==> src/rtl/acc_op_sequencer_pkg.sv <==
// Shared encodings for the accumulator op sequencer: command kinds, FSM states,
// accumulator input selects and datapath width defaults.
package acc_op_sequencer_pkg;

  localparam int WIDTH_DEF = 16;
  localparam int FNW_DEF   = 4;

  typedef enum logic [1:0] {
    CMD_NOP   = 2'b00,
    CMD_LOAD  = 2'b01,
    CMD_CLEAR = 2'b10,
    CMD_EXEC  = 2'b11
  } cmd_kind_e;

  typedef enum logic [1:0] {
    ST_IDLE  = 2'b00,
    ST_SET   = 2'b01,
    ST_ISSUE = 2'b10,
    ST_RESP  = 2'b11
  } state_e;

  localparam logic SEL_INPUT = 1'b0;
  localparam logic SEL_CLEAR = 1'b1;

endpackage

==> src/rtl/acc_op_sequencer_acc_reg.sv <==
// Accumulator register: loads either the input path or zero when enabled.
module acc_reg
  import acc_op_sequencer_pkg::*;
#(
  parameter int WIDTH = WIDTH_DEF
) (
  input  logic             clk,
  input  logic             rst_n,
  input  logic             en,
  input  logic             sel,
  input  logic [WIDTH-1:0] d,
  output logic [WIDTH-1:0] q
);

  // NOTE: sequential state uses non-blocking assignments so every flop samples
  // pre-edge values regardless of process evaluation order.
  always_ff @(posedge clk or negedge rst_n) begin
    if (!rst_n) begin
      q <= '0;
    end else if (en) begin
      q <= (sel == SEL_CLEAR) ? '0 : d;
    end
  end

endmodule

==> src/rtl/acc_op_sequencer.sv <==
// One-command-at-a-time controller that sequences accumulator load/clear and
// ALU operations, returning the updated accumulator over a response handshake.
module acc_op_sequencer
  import acc_op_sequencer_pkg::*;
#(
  parameter int WIDTH   = WIDTH_DEF,
  parameter int FNW     = FNW_DEF,
  parameter int ALU_LAT = 1
) (
  input  logic             clk,
  input  logic             rst_n,
  input  logic             cmd_valid,
  output logic             cmd_ready,
  input  logic [1:0]       cmd_kind,
  input  logic [FNW-1:0]   cmd_fn,
  input  logic [WIDTH-1:0] cmd_data,
  output logic [WIDTH-1:0] alu_a,
  output logic [WIDTH-1:0] alu_b,
  output logic [FNW-1:0]   alu_fn,
  input  logic [WIDTH-1:0] alu_result,
  input  logic             alu_error,
  output logic             mux_sel,
  output logic [WIDTH-1:0] acc,
  output logic             rsp_valid,
  input  logic             rsp_ready,
  output logic [WIDTH-1:0] rsp_data,
  output logic             rsp_error
);

  localparam int CW = (ALU_LAT > 1) ? $clog2(ALU_LAT) : 1;

  state_e           state, state_nxt;
  cmd_kind_e        kind_q;
  logic [FNW-1:0]   fn_q;
  logic [WIDTH-1:0] data_q;
  logic [CW-1:0]    lat_cnt;
  logic             rsp_error_q;
  logic             acc_en;
  logic [WIDTH-1:0] acc_d;
  logic             accept;

  // Gating with rst_n keeps ready low while reset is held, even though IDLE is the reset state.
  assign cmd_ready = (state == ST_IDLE) && rst_n;
  assign accept    = cmd_valid && cmd_ready;
  assign alu_a     = acc;
  assign rsp_data  = acc;
  assign rsp_error = rsp_error_q;

  always_ff @(posedge clk or negedge rst_n) begin
    if (!rst_n) begin
      state <= ST_IDLE;
    end else begin
      state <= state_nxt;
    end
  end

  // NOTE: every combinational output gets a default first so no path leaves a
  // signal unassigned and infers a latch.
  always_comb begin
    state_nxt = state;
    case (state)
      ST_IDLE: begin
        if (accept) begin
          case (cmd_kind_e'(cmd_kind))
            CMD_NOP:             state_nxt = ST_RESP;
            CMD_LOAD, CMD_CLEAR: state_nxt = ST_SET;
            CMD_EXEC:            state_nxt = ST_ISSUE;
            default:             state_nxt = ST_RESP;
          endcase
        end
      end
      ST_SET:   state_nxt = ST_RESP;
      ST_ISSUE: if (lat_cnt == '0) state_nxt = ST_RESP;
      ST_RESP:  if (rsp_ready) state_nxt = ST_IDLE;
      default:  state_nxt = ST_IDLE;
    endcase
  end

  always_comb begin
    mux_sel   = SEL_INPUT;
    alu_b     = '0;
    alu_fn    = '0;
    rsp_valid = 1'b0;
    acc_en    = 1'b0;
    acc_d     = data_q;
    case (state)
      ST_SET: begin
        mux_sel = (kind_q == CMD_CLEAR) ? SEL_CLEAR : SEL_INPUT;
        acc_en  = 1'b1;
      end
      ST_ISSUE: begin
        alu_b  = data_q;
        alu_fn = fn_q;
        acc_d  = alu_result;
        acc_en = (lat_cnt == '0);
      end
      ST_RESP: rsp_valid = 1'b1;
      default: ;
    endcase
  end

  always_ff @(posedge clk or negedge rst_n) begin
    if (!rst_n) begin
      kind_q      <= CMD_NOP;
      fn_q        <= '0;
      data_q      <= '0;
      lat_cnt     <= '0;
      rsp_error_q <= 1'b0;
    end else begin
      if (accept) begin
        kind_q  <= cmd_kind_e'(cmd_kind);
        fn_q    <= cmd_fn;
        data_q  <= cmd_data;
        lat_cnt <= CW'(ALU_LAT - 1);
      end else if (state == ST_ISSUE && lat_cnt != '0) begin
        lat_cnt <= lat_cnt - 1'b1;
      end
      if (state == ST_ISSUE && lat_cnt == '0) begin
        rsp_error_q <= alu_error;
      end else if (state == ST_RESP && rsp_ready) begin
        rsp_error_q <= 1'b0;
      end
    end
  end

  acc_reg #(.WIDTH(WIDTH)) u_acc_reg (
    .clk   (clk),
    .rst_n (rst_n),
    .en    (acc_en),
    .sel   (mux_sel),
    .d     (acc_d),
    .q     (acc)
  );

endmodule

==> config.mk <==
export PLATFORM = sky130hd
export DESIGN_NAME = acc_op_sequencer
export DESIGN_NICKNAME = d
export VERILOG_FILES = /design/src/rtl/acc_op_sequencer_pkg.sv /design/src/rtl/acc_op_sequencer_acc_reg.sv /design/src/rtl/acc_op_sequencer.sv
export SDC_FILE = /design/constraint.sdc
export NUM_CORES = 1
export LEC_CHECK = 0
export CAP_MARGIN = 20
export CELL_PAD_IN_SITES_DETAIL_PLACEMENT = 1
export CELL_PAD_IN_SITES_GLOBAL_PLACEMENT = 2
export CORE_MARGIN = 3
export CORE_UTILIZATION = 24
export CTS_CLUSTER_SIZE = 10
export DETAILED_ROUTE_END_ITERATION = 8
export GPL_ROUTABILITY_DRIVEN = 0
export PLACE_DENSITY = 0.92
export SETUP_SLACK_MARGIN = 0.02
export SLEW_MARGIN = 15
export SYNTH_ARGS = -nofsm -noshare
export SYNTH_HDL_FRONTEND = slang
export SYNTH_SLANG_ARGS = --single-unit
==> constraint.sdc <==
create_clock -name clk -period 1.97 [get_ports clk]
set_input_delay 0.591 -clock clk [delete_from_list [all_inputs] [get_ports clk]]
set_output_delay 0.591 -clock clk [all_outputs]
set_load 0.01 [all_outputs]
==> results.md <==
- Leakage: 1.67 nW
- Required @ worst endpoint: 1380 ps
- Htree depth: 2
- Num CTS Buffers: 5
- Syn avg cell area: between 10 and 15 um^2
- Port Buffers: 114
- Min Tclk post-route: 2020 ps
- Worst-path clk slew: 80 ps
- Area leader, netlist: dfrtp_1
- Synth Flop Type: dfrtp_1
- Endpoint class of the critical path: output pin
- Post-DP HPWL: 5210 um
- Worst path slowest cell: dfrtp_1
- Clock buffer depth: 2
- Yosys warning count: 0
- Post-Syn Nets: 252
- Type of the worst min-delay path: input pin to async pin
- Syn Inst Count: 204
- Clock skew: 6.01 ps
- Max FO, Critical Path: 5
- Final WS setup: -46.0 ps
- Die Area: 0.0111 mm^2
- # nets final: 353
- Max-cap violations: 0
- Largest cells by area after synthesis: dfrtp_1, mux2_2, buf_4
- Overall Global Routing Usage: 12.7%
- Max Clk Rate: 496 MHz
- Worst reg2reg startpoint: state[0]
- Top cell type's share of synthesized area: 44.5%
- Antenna violations before repair: 0
- Slew @ Worst Pin: 579 ps
- Clock tree from TritonCTS: yes
- Count leader, synth: dfrtp_1
- Pre-antenna DRT Iters: 4
- Hold Worst Slack: 423 ps
- Startpoint types: register
- Final period util: 102%
- R2R setup slack: 120 ps
- Vias in the first global route: 2,077
- Delay of the slowest cell on the worst path: 420 ps
- Number of remaining DRC errors: 0
- Peak VDD IR: slightly above 0.5 mV
- Chip width: ~110 um
- Die extent in y: 105 um
- Fin. max-slew vios: 0
- Drt total wl: 7060 um
- Final Total Pwr: about 6.3 mW
- Rel. slew slack: 61.4%
- Final Setup Violations: 6
- FF+latch count, synth: 42
- Post-synth top cells: dfrtp_1, buf_4, mux2_2
- Arrival time worst endpoint: 1420 ps
- Post-DR vias/cell: 4.25
- Synth unique cells: 24
- First-pass GRT wire length: 11,200 um
- Initial Utilization: between 20% and 30%
- Number of diodes: 0
- Worst r2r path cells: 8
- Root Driver: clkbuf_8
- Ys async rst share: 100%
- Hold Violations, Final: 0
- Mapped Area: between 0.002 and 0.0025 mm^2
- RSZ-0062 raised after global routing: yes
- Vias: 1,848
- Placement Rows: 35
- Grt ovf: 0
- Wire per inst: between 15 and 20 um
- Crit Reg-Reg Endpoint: u_acc_reg.q[6]
- Share of cells above drive strength 1: roughly 37%
- CP Class: register to output pin
- Skew-Pair Late Insertion Delay: a little under 300 ps
- Pin count of the biggest net entering global routing: 46
- Crit path to: alu_b[11]
- Core outline area: 0.00942 mm^2
- Status: finished with violations
- Num ports: 115
- Sink Count: 42
- Power Dens Cells: 1660 mW/mm^2
- Failing checks: setup timing
- EDFF count, synth: 0
- Worst-path cell chain: ha_4 -> buf_12 -> buf_16 -> and2_4 -> buf_6
- Iteration-0 DRC Markers: 27
- Pre-CTS setup slack: -135 ps
- CP startpoint: state[1]
- Hold Buf Count CTS: 0
- Area Growth Syn to Fin: 61.3%
- Register area share after synthesis: around 44%
- Post-route antenna net violation count: 0
[worst min-delay path by stage]
stage	start	end	slack (ps)
2_1_floorplan	rst_n	data_q[0]	300
3_3_place_gp	fn_q[0]	fn_q[0]	470
3_5_place_dp	kind_q[1]	kind_q[1]	480
4_1_cts	rst_n	u_acc_reg.q[4]	440
5_1_grt	rst_n	u_acc_reg.q[14]	470
6_report	rst_n	kind_q[1]	420
[cell usage in the layout (no fill, tap or decap), drive strengths merged]
master	n
a21boi	1
a21oi	2
a41oi	2
and2	23
and3b	2
buf	45
bufinv	1
clkbuf	7
clkdlybuf4s50	89
dfrtp	42
dlymetal6s2s	1
ha	5
inv	5
mux2	38
mux2i	16
nand2	3
nand2b	2
nand3	2
nor2	17
o21ai	1
o221a	2
[stage by stage]
| stage | cell area, um^2 | TNS (ps) | util [%] | std cells |
|---|---|---|---|---|
| floorplan | 2360 | 0 | - | 204 |
| global placement | 3510 | -1780 | 37.3 | 420 |
| detailed placement | 3510 | -2590 | 37.3 | 420 |
| CTS | 3750 | -1140 | 39.8 | 438 |
| global route | 3810 | -855 | 40.5 | 435 |
| finish | 3810 | -256 | 40.5 | 435 |
[critical path, delay by kind of cell, from the launching register on]
family / cells / cell delay (ps)
flops: 1 / 420
buf+inv: 3 / 360
fa+ha+maj: 1 / 210
simple gates: 1 / 130
[what timing repair did]
| item | 4_1_cts | 5_1_grt |
|---|---|---|
| gates resized for setup | 126 | 29 |
| gates cloned | 3 | 0 |
| pin swaps | 5 | 0 |
| endpoints found under the setup margin | 23 | 39 |
| buffers inserted | 7 | 1 |
[cells by family (layout without fill, tap and decap cells)]
kind of cell	count (synthesis)	after routing	synth area share [%]
muxes	54	54	24.9
and+or+nand+nor	49	49	11.5
buffers and inverters	46	148	13.3
DFF	42	42	44.5
AOI/OAI and AO/OA	8	8	3.12
adders and majority gates	5	5	2.65
[area by class of cell]
cell class / count / area, um^2
Clock buffer: 7 / 76.3
Multi-Input combinational cell: 116 / 1070
Inverter: 5 / 18.8
Tap cell: 129 / 161
Clock inverter: 1 / 30.0
Sequential cell: 42 / 1050
Fill cell: 1023 / 5600
Timing Repair Buffer: 135 / 1400
[registers in the layout, indices dropped and copies added (netlist names)]
| name | flops |
|---|---|
| data_q | 16 |
| rsp_error | 1 |
| lat_cnt | 1 |
| kind_q | 2 |
| fn_q | 4 |
| u_acc_reg.q | 16 |
| state | 2 |
[per-layer routing]
layer,track usage (%),share of wire [%],vias up
li1,-,-,857
met1,14.6,43,904
met2,23.2,51,81
met3,3.49,6.0,6
met4,2.81,0.79,0
met5,0,0,-
[power by group]
| group | leakage (nW) | internal (mW) | total, mW | switching, mW |
|---|---|---|---|---|
| clock network | 0.0524 | 0.380 | 0.670 | 0.291 |
| logic | 1.10 | 2.48 | 4.01 | 1.53 |
| registers | 0.513 | 1.29 | 1.66 | 0.364 |
Power figures use the tool's default switching activity.
